File: config.mk
export PLATFORM = sky130hd
export DESIGN_NAME = disp_scan_ctrl
export DESIGN_NICKNAME = d
export VERILOG_FILES = /design/src/rtl/disp_pkg.sv /design/src/rtl/scan_prescaler.sv /design/src/rtl/disp_scan_ctrl.sv
export SDC_FILE = /design/constraint.sdc
export NUM_CORES = 1
export LEC_CHECK = 0
export CORE_MARGIN = 10
export CORE_UTILIZATION = 51
export CTS_CLUSTER_SIZE = 28
export DETAILED_ROUTE_END_ITERATION = 8
export PLACE_DENSITY_LB_ADDON = 0.05
export RECOVER_POWER = 25
export SYNTH_ARGS = -nofsm -noshare
export SYNTH_HDL_FRONTEND = slang
export SYNTH_SLANG_ARGS = --single-unit
File: constraint.sdc
create_clock -name clk -period 1.7 [get_ports clk]
set_input_delay 0.255 -clock clk [delete_from_list [all_inputs] [get_ports clk]]
set_output_delay 0.255 -clock clk [all_outputs]
set_load 0.005 [all_outputs]
File: src/rtl/disp_pkg.sv
// Shared types, default constants and digit-selection helpers for the display scan controller.
package disp_pkg;

    typedef enum logic [1:0] {
        ST_IDLE  = 2'd0,
        ST_BLANK = 2'd1,
        ST_DRIVE = 2'd2
    } scan_state_t;

    localparam int DEF_PRESCALE_BITS = 8;
    localparam int DEF_DIGITS        = 4;
    localparam int DEF_BLANK_CYCLES  = 4;

    // Helpers work on a fixed wide mask so one function serves every DIGITS value.
    // IDX_W is one bit wider than needed so callers can always slice off spare bits.
    localparam int MAX_DIGITS = 32;
    localparam int IDX_W      = 6;

    typedef struct packed {
        logic [IDX_W-1:0] idx;
        logic             wrap;
    } next_t;

    // Index of the lowest set bit; 0 when the mask is empty.
    function automatic logic [IDX_W-1:0] lowest_set(input logic [MAX_DIGITS-1:0] mask);
        logic [IDX_W-1:0] r;
        r = '0;
        for (int i = MAX_DIGITS - 1; i >= 0; i--) begin
            if (mask[i]) r = IDX_W'(i);
        end
        return r;
    endfunction

    // Lowest set bit strictly above cur; otherwise wrap to the lowest set bit overall.
    function automatic next_t next_digit(input logic [MAX_DIGITS-1:0] mask,
                                         input logic [IDX_W-1:0]      cur);
        next_t r;
        r.wrap = 1'b1;
        r.idx  = lowest_set(mask);
        for (int i = MAX_DIGITS - 1; i >= 0; i--) begin
            if (mask[i] && (IDX_W'(i) > cur)) begin
                r.idx  = IDX_W'(i);
                r.wrap = 1'b0;
            end
        end
        return r;
    endfunction

endpackage

File: src/rtl/scan_prescaler.sv
// Dwell prescaler: free-running up-counter with synchronous clear and a terminal-count flag.
module scan_prescaler #(
    parameter int WIDTH = 8
) (
    input  logic clk,
    input  logic reset,
    input  logic clr,
    input  logic en,
    output logic tc
);

    logic [WIDTH-1:0] count_q;
    logic [WIDTH-1:0] count_d;

    // Clear wins over count; the counter wraps naturally from all-ones to zero.
    always_comb begin
        count_d = count_q;
        if (clr) begin
            count_d = '0;
        end else if (en) begin
            count_d = count_q + 1'b1;
        end
    end

    // Counter register with synchronous active-low reset.
    always_ff @(posedge clk) begin
        if (!reset) begin
            count_q <= '0;
        end else begin
            count_q <= count_d;
        end
    end

    assign tc = &count_q;

endmodule

File: src/rtl/disp_scan_ctrl.sv
// Multiplexed 7-segment scan controller: blank gap, then dwell on each enabled digit in turn.
module disp_scan_ctrl
    import disp_pkg::*;
#(
    parameter int PRESCALE_BITS = DEF_PRESCALE_BITS,
    parameter int DIGITS        = DEF_DIGITS,
    parameter int BLANK_CYCLES  = DEF_BLANK_CYCLES
) (
    input  logic                                   clk,
    input  logic                                   reset,
    input  logic                                   enable,
    input  logic [DIGITS-1:0]                      digit_mask,
    output logic [DIGITS-1:0]                      an,
    output logic [((DIGITS > 1) ? $clog2(DIGITS) : 1)-1:0] digit_sel,
    output logic                                   blank,
    output logic                                   frame_done
);

    localparam int SEL_W = (DIGITS > 1) ? $clog2(DIGITS) : 1;
    localparam int GAP_W = (BLANK_CYCLES > 1) ? $clog2(BLANK_CYCLES) : 1;
    localparam logic [GAP_W-1:0] GAP_LAST = GAP_W'(BLANK_CYCLES - 1);

    scan_state_t      state_q, state_d;
    logic [GAP_W-1:0] gap_q, gap_d;
    logic [SEL_W-1:0] digit_sel_q, digit_sel_d;
    logic [DIGITS-1:0] an_q, an_d;
    logic             blank_q, blank_d;
    logic             frame_done_q, frame_done_d;

    logic             pre_tc;
    logic             pre_clr;
    logic             pre_en;
    next_t            nxt;
    logic [IDX_W-1:0] first_idx;
    logic             unused_idx_bits;

    // Prescaler only runs while driving; any other state (or disable) parks it at zero.
    assign pre_en  = (state_q == ST_DRIVE);
    assign pre_clr = !enable || (state_q != ST_DRIVE);

    scan_prescaler #(
        .WIDTH (PRESCALE_BITS)
    ) u_prescaler (
        .clk   (clk),
        .reset (reset),
        .clr   (pre_clr),
        .en    (pre_en),
        .tc    (pre_tc)
    );

    assign nxt             = next_digit(MAX_DIGITS'(digit_mask), IDX_W'(digit_sel_q));
    assign first_idx       = lowest_set(MAX_DIGITS'(digit_mask));
    assign unused_idx_bits = ^{nxt.idx[IDX_W-1:SEL_W], first_idx[IDX_W-1:SEL_W]};

    // Next-state, gap counter, digit advance and wrap pulse; outputs are derived from the next state
    // so the registered anodes line up with the state they belong to.
    always_comb begin
        state_d      = state_q;
        gap_d        = gap_q;
        digit_sel_d  = digit_sel_q;
        frame_done_d = 1'b0;
        if (!enable) begin
            state_d = ST_IDLE;
            gap_d   = '0;
        end else begin
            case (state_q)
                ST_IDLE: begin
                    gap_d = '0;
                    if (digit_mask != '0) begin
                        state_d     = ST_BLANK;
                        digit_sel_d = first_idx[SEL_W-1:0];
                    end
                end
                ST_BLANK: begin
                    if (gap_q == GAP_LAST) begin
                        state_d = ST_DRIVE;
                        gap_d   = '0;
                    end else begin
                        gap_d = gap_q + 1'b1;
                    end
                end
                ST_DRIVE: begin
                    gap_d = '0;
                    if (pre_tc) begin
                        if (digit_mask == '0) begin
                            state_d = ST_IDLE;
                        end else begin
                            state_d      = ST_BLANK;
                            digit_sel_d  = nxt.idx[SEL_W-1:0];
                            frame_done_d = nxt.wrap;
                        end
                    end
                end
                default: begin
                    state_d = ST_IDLE;
                    gap_d   = '0;
                end
            endcase
        end
        blank_d = (state_d != ST_DRIVE);
    end

    // One-hot active-low anode decode of the upcoming digit while driving.
    for (genvar gi = 0; gi < DIGITS; gi++) begin : g_an
        assign an_d[gi] = !((state_d == ST_DRIVE) && (digit_sel_d == SEL_W'(gi)));
    end

    // State and output registers with synchronous active-low reset.
    always_ff @(posedge clk) begin
        if (!reset) begin
            state_q      <= ST_IDLE;
            gap_q        <= '0;
            digit_sel_q  <= '0;
            an_q         <= '1;
            blank_q      <= 1'b1;
            frame_done_q <= 1'b0;
        end else begin
            state_q      <= state_d;
            gap_q        <= gap_d;
            digit_sel_q  <= digit_sel_d;
            an_q         <= an_d;
            blank_q      <= blank_d;
            frame_done_q <= frame_done_d;
        end
    end

    assign an         = an_q;
    assign digit_sel  = digit_sel_q;
    assign blank      = blank_q;
    assign frame_done = frame_done_q;

endmodule

==> results of run 1 <==
## synthesized netlist by cell type, types with 2 or more instances
| cell | number |
|---|---|
| inv_1 | 4 |
| nand2_1 | 5 |
| clkbuf_1 | 2 |
| xor2_1 | 4 |
| nand3_1 | 7 |
| xnor2_1 | 2 |
| o21a_1 | 3 |
| a21boi_0 | 2 |
| dfxtp_1 | 20 |
| nor2b_1 | 3 |
| ha_1 | 2 |
| and3_1 | 2 |
| nand2b_1 | 2 |
| nor2_1 | 16 |
| and2_1 | 2 |
| nand4_1 | 3 |
| o21ai_0 | 6 |
| a21oi_1 | 3 |
| and4_1 | 2 |
## critical path, delay by kind of cell (launching register included)
| family | cells | cell delay (ns) |
|---|---|---|
| DFF | 1 | 0.36 |
| and+or+nand+nor | 2 | 0.56 |
| adders and majority gates | 1 | 0.17 |
| AOI/OAI and AO/OA | 2 | 0.37 |
## layer usage
layer | share of wire, % | track usage, % | up-vias
li1 | - | - | 453
met2 | 45 | 17.7 | 28
met3 | 5.1 | 3.14 | 2
met5 | 0 | 0 | -
met4 | 0.79 | 2.46 | 0
met1 | 49 | 14.4 | 417
## power by group
part | switching [uW] | total [uW] | leakage [uW] | internal (uW)
Clock | 131 | 214 | 0.0000138 | 82.4
Combinational | 46.0 | 97.5 | 0.000321 | 51.4
Sequential | 11.4 | 485 | 0.000163 | 474
## sequential cells by signal (all words and copies together) (netlist names)
| register | count |
|---|---|
| frame_done | 1 |
| an | 4 |
| digit_sel | 2 |
| gap_q | 2 |
| state_q | 2 |
| u_prescaler.count_q | 8 |
| blank | 1 |
## cell type report
type / instances / area (um2) / area share, %
clock buffer: 3 / 22.5 / 1.77
inverter: 4 / 15.0 / 1.18
multi-input combinational: 85 / 581 / 45.7
sequential: 20 / 403 / 31.7
tap: 25 / 31.3 / 2.46
timing repair buffer: 26 / 219 / 17.2
## through the flow
stage / TNS, ns / instances / setup WS [ns]
floorplan: 0 / 111 / 0.188
global placement: -0.930 / 160 / -0.197
detailed placement: -0.963 / 160 / -0.185
CTS: 0 / 163 / 0.0541
global route: 0 / 163 / 0.00975
finish: 0 / 163 / 0.107
## logic make-up after synthesis
| family | after synthesis | share of synthesized area, % |
|---|---|---|
| adder cells (fa/ha/maj) | 2 | 2.55 |
| AND/OR/NAND/NOR | 53 | 30.6 |
| multiplexers | 1 | 1.02 |
| AO/OA/AOI/OAI | 23 | 17.5 |
| buffers and inverters | 6 | 2.29 |
| flip-flops | 20 | 40.8 |
| XOR/XNOR | 6 | 5.35 |
## final timing paths
| kind | from | endpoint | slack (ns) | cells past startpoint |
|---|---|---|---|---|
| worst min register to register | u_prescaler.count_q[0] | u_prescaler.count_q[0] | 0.45 | 1 |
| worst max-delay path | u_prescaler.count_q[0] | digit_sel[1] | 0.11 | 5 |
| worst max register to register | u_prescaler.count_q[0] | digit_sel[1] | 0.11 | 5 |
| worst min-delay path | u_prescaler.count_q[0] | u_prescaler.count_q[0] | 0.45 | 1 |
## what timing repair did
| action | in CTS | in global routing |
|---|---|---|
| hold endpoints to repair | 0 | 0 |
| setup endpoints to repair | 0 | 8 |
| resized for setup | 0 | 7 |
==> flow_summary.ini, run 1 <==
[sta]
drv_slew = 0
fin_crit_ns = 1.59
finalHoldViolations = 0
whs_ns = 0.446
worst_pin_slew_ns = 0.609
rsz0062_at_grt = false
fmax_mhz = 628
maxSlewHeadroom_pct = 58.9
period_share_pct = 93.7
finClkSkew_ns = 0.00466
finalSetupViolCount = 0

[floorplanning]
io_pins = 15
dieHeight_um = 63.9
die_area_mm2 = 0.00408
start_util_pct = 55.1
num_rows = 15
die_w_um = 63.9
core_area_mm2 = 0.00178

[cts]
clk_pin_slew_ns = 0.10
cts.path.max_buffers = 2
cts_buffers = 3
cts-root-buf = clkbuf_4
worstSkewPairLatency_ns = 0.29
cts_tree = built
cts.sinks = 20
h-tree-depth = 1
postCtsHoldBufs = 0
cts_setup_buffers = 0

[power]
p_total_uw = 797
peakVddDrop_mv = 0.661
p_per_area_mw_per_mm2 = 627
power.leakage_uw = 0.000497

[yosys]
async_flop_share_pct = 0
synth_cells = 111
synth-warning-count = 0
synth_area_leaders = dfxtp_1 41%, nor2_1 6.1%, nand3_1 3.6%, xor2_1 3.6%, o21ai_0 3.1%
netlist.area_leader.share_pct = 40.8
synth_nets = 120
yosysTopAreaCell = dfxtp_1
ys_ff_latch = 20
synth_area_per_cell_um2 = 8.85
synth.distinct_cells = 40
synth_edf_count = 0
synth-seq-area-share_pct = 40.8
synth_flop_cell = dfxtp_1
synth_area_um2 = 982

[worst_setup_path]
cp-end-kind = register
crit_path_start_kind = register
critPathSlowestCell = or3_4
slowest_delay_ns = 0.39
cp.required_ns = 1.87
crit_type = register to register
path_cells = ha_1 > nand3_1 > or3_4 > a32oi_4 > a21boi_0
worstPathArrival_ns = 1.76
cp_max_fo = 4

[cells_and_area]
post-route-cell-area_mm2 = 0.00127
diodes = 0
mostFrequentLayoutCell = dfxtp_1
layout-drive-gt1-share_pct = 17.4
syn2layout_area_growth_pct = 29.4
final_cell_mix = 18 x dfxtp_1, 16 x nor2_1, 13 x clkdlybuf4s50_1
fin_util_pct = 71.3
final_nets = 149
fill_cells = 155

[route]
dr.pass1.iters = 4
drt-vias-per-instance = 5.52
drc = 0
wl_per_cell_um = 13.1
ant_nets = 0
wirelength_mm = 2.14
num_vias = 900
drt_iter0_markers = 26

[global_routing]
grt_usage_pct = 11.1
grt_start_max_net_pins = 11
grt_pass1_vias = 897
grt_pass1_wl_mm = 3.90
antenna_found_initial = 0
grt_overflow_total = 0

[placed_design]
portBuffers = 14
hpwlAfterDp_mm = 1.63
placed_cell_area_mm2 = 0.00124
gp_congestion = 0.892

[outcome]
status = finished, final reports clean

[flow_run]
max_cap_violations = 0

[hold_path]
hold_class = register to register
Note: power is estimated with default switching activity, not from simulation.
==> inputs of run 2 (changes only) <==
- SETUP_SLACK_MARGIN: unset -> 0.1
- SKIP_CTS_REPAIR_TIMING: unset -> 1
==> flow_summary.ini, run 2 (synthesis gave the netlist of run 1 again) <==
[route]
dr.pass1.iters = 4
wl_per_cell_um = 13.4
drt-vias-per-instance = 5.48
num_vias = 894
drt_iter0_markers = 40
ant_nets = 0
drc = 0
wirelength_mm = 2.18

[cts]
cts-root-buf = clkbuf_4
cts.path.max_buffers = 2
clk_pin_slew_ns = 0.11
cts_buffers = 3
worstSkewPairLatency_ns = 0.29
h-tree-depth = 1
cts_tree = built
cts.sinks = 20

[cells_and_area]
largest_reg_flops = 8
syn2layout_area_growth_pct = 30.7
final_cell_mix = 16 x nor2_1, 16 x dfxtp_1, 12 x clkdlybuf4s50_1
fill_cells = 151
layout-drive-gt1-share_pct = 20.3
final_nets = 149
top_register = u_prescaler.count_q
diodes = 0

[floorplanning]
io_pins = 15
num_rows = 15
start_util_pct = 55.1
dieHeight_um = 63.9
core_area_mm2 = 0.00178
die_w_um = 63.9
die_area_mm2 = 0.00408

[sta]
worst_pin_slew_ns = 0.430
finalWorstSetupSlack_ns = 0.166
maxSlewHeadroom_pct = 70.9
fmax_mhz = 652
finClkSkew_ns = 0.00806
finalSetupViolCount = 0
rsz0062_at_grt = true
period_share_pct = 90.2
fin_crit_ns = 1.53
finalHoldViolations = 0
drv_slew = 0

[worst_setup_path]
crit_type = register to primary output
rr_worst_depth = 5
crit_path_start_kind = register
slowest_delay_ns = 0.54
cp.required_ns = 1.44
path_delay_family = buffers and inverters
cp.depth = 1
cp_max_fo = 9
cp-end-kind = primary output
path_cells = clkdlybuf4s50_1
critPathSlowestCell = clkdlybuf4s50_1
worst-path-buf-inv = 1
worstPathArrival_ns = 1.28

[hold_path]
worstHoldPathCells = 1
hold_class = register to register

[power]
peakVddDrop_mv = 0.657
p_per_area_mw_per_mm2 = 622
p_total_uw = 799
sw_frac_of_total_pct = 23.9
power.leakage_uw = 0.000505
intPower_uw = 608
power_frac_comb_pct = 12.3
pwr-share-seq_pct = 60.8
p_clk_share_pct = 26.9
switchingPower_uw = 191

[global_routing]
grt_pass1_vias = 897
antenna_found_initial = 0
grt_usage_pct = 11.1
grt_start_max_net_pins = 11
grt_overflow_total = 0
grt_pass1_wl_mm = 3.90

[placed_design]
place_ws_ns = -0.185
gp_congestion = 0.892
portBuffers = 14
hpwlAfterDp_mm = 1.63

[outcome]
status = finished, final reports clean

[flow_run]
max_cap_violations = 0
run 2: path summary, 6_finish.rpt:
kind	start	to	slack, ns
min	u_prescaler.count_q[0]	u_prescaler.count_q[0]	0.42
min reg2reg	u_prescaler.count_q[0]	u_prescaler.count_q[0]	0.42
max reg2reg	u_prescaler.count_q[0]	an[0]	0.17
max	digit_sel[1]	digit_sel[1]	0.17
run 2: final cells by class:
class,instances,area (um2),area share (%)
clock buffer,3,22.5,1.75
inverter,4,15.0,1.17
multi-input combinational,85,588,45.8
sequential,20,405,31.6
tap,25,31.3,2.44
timing repair buffer,26,221,17.3
run 2: per-layer routing:
layer | vias up | GRT usage [%] | share of wire (%)
li1 | 450 | - | -
met1 | 416 | 14.4 | 47
met2 | 26 | 17.7 | 46
met3 | 2 | 3.14 | 6.6
met4 | 0 | 2.46 | 0.78
met5 | - | 0 | 0
run 2: stage by stage:
step           setup TNS [ns]  std cells  hold WS (ns)  cell area [um2]  utilization (%)
6_report                    0        163         0.418             1280             72.0
4_1_cts                     0        163         0.445             1260             70.6
3_3_place_gp           -0.930        160         0.425             1240             69.3
2_1_floorplan               0        111         0.408              982                -
3_5_place_dp           -0.963        160         0.429             1240             69.3
5_1_grt                     0        163         0.443             1280             72.0
run 2: power groups by stage:
| stage | clock, uW | combinational, uW | sequential [uW] |
|---|---|---|---|
| 6_report | 215 | 98.2 | 485 |
| 2_1_floorplan | 0 | 52.1 | 488 |
| 4_1_cts | 222 | 94.1 | 484 |
| 3_3_place_gp | 0 | 94.0 | 495 |
| 5_1_grt | 240 | 108 | 487 |
| 3_5_place_dp | 0 | 92.7 | 495 |
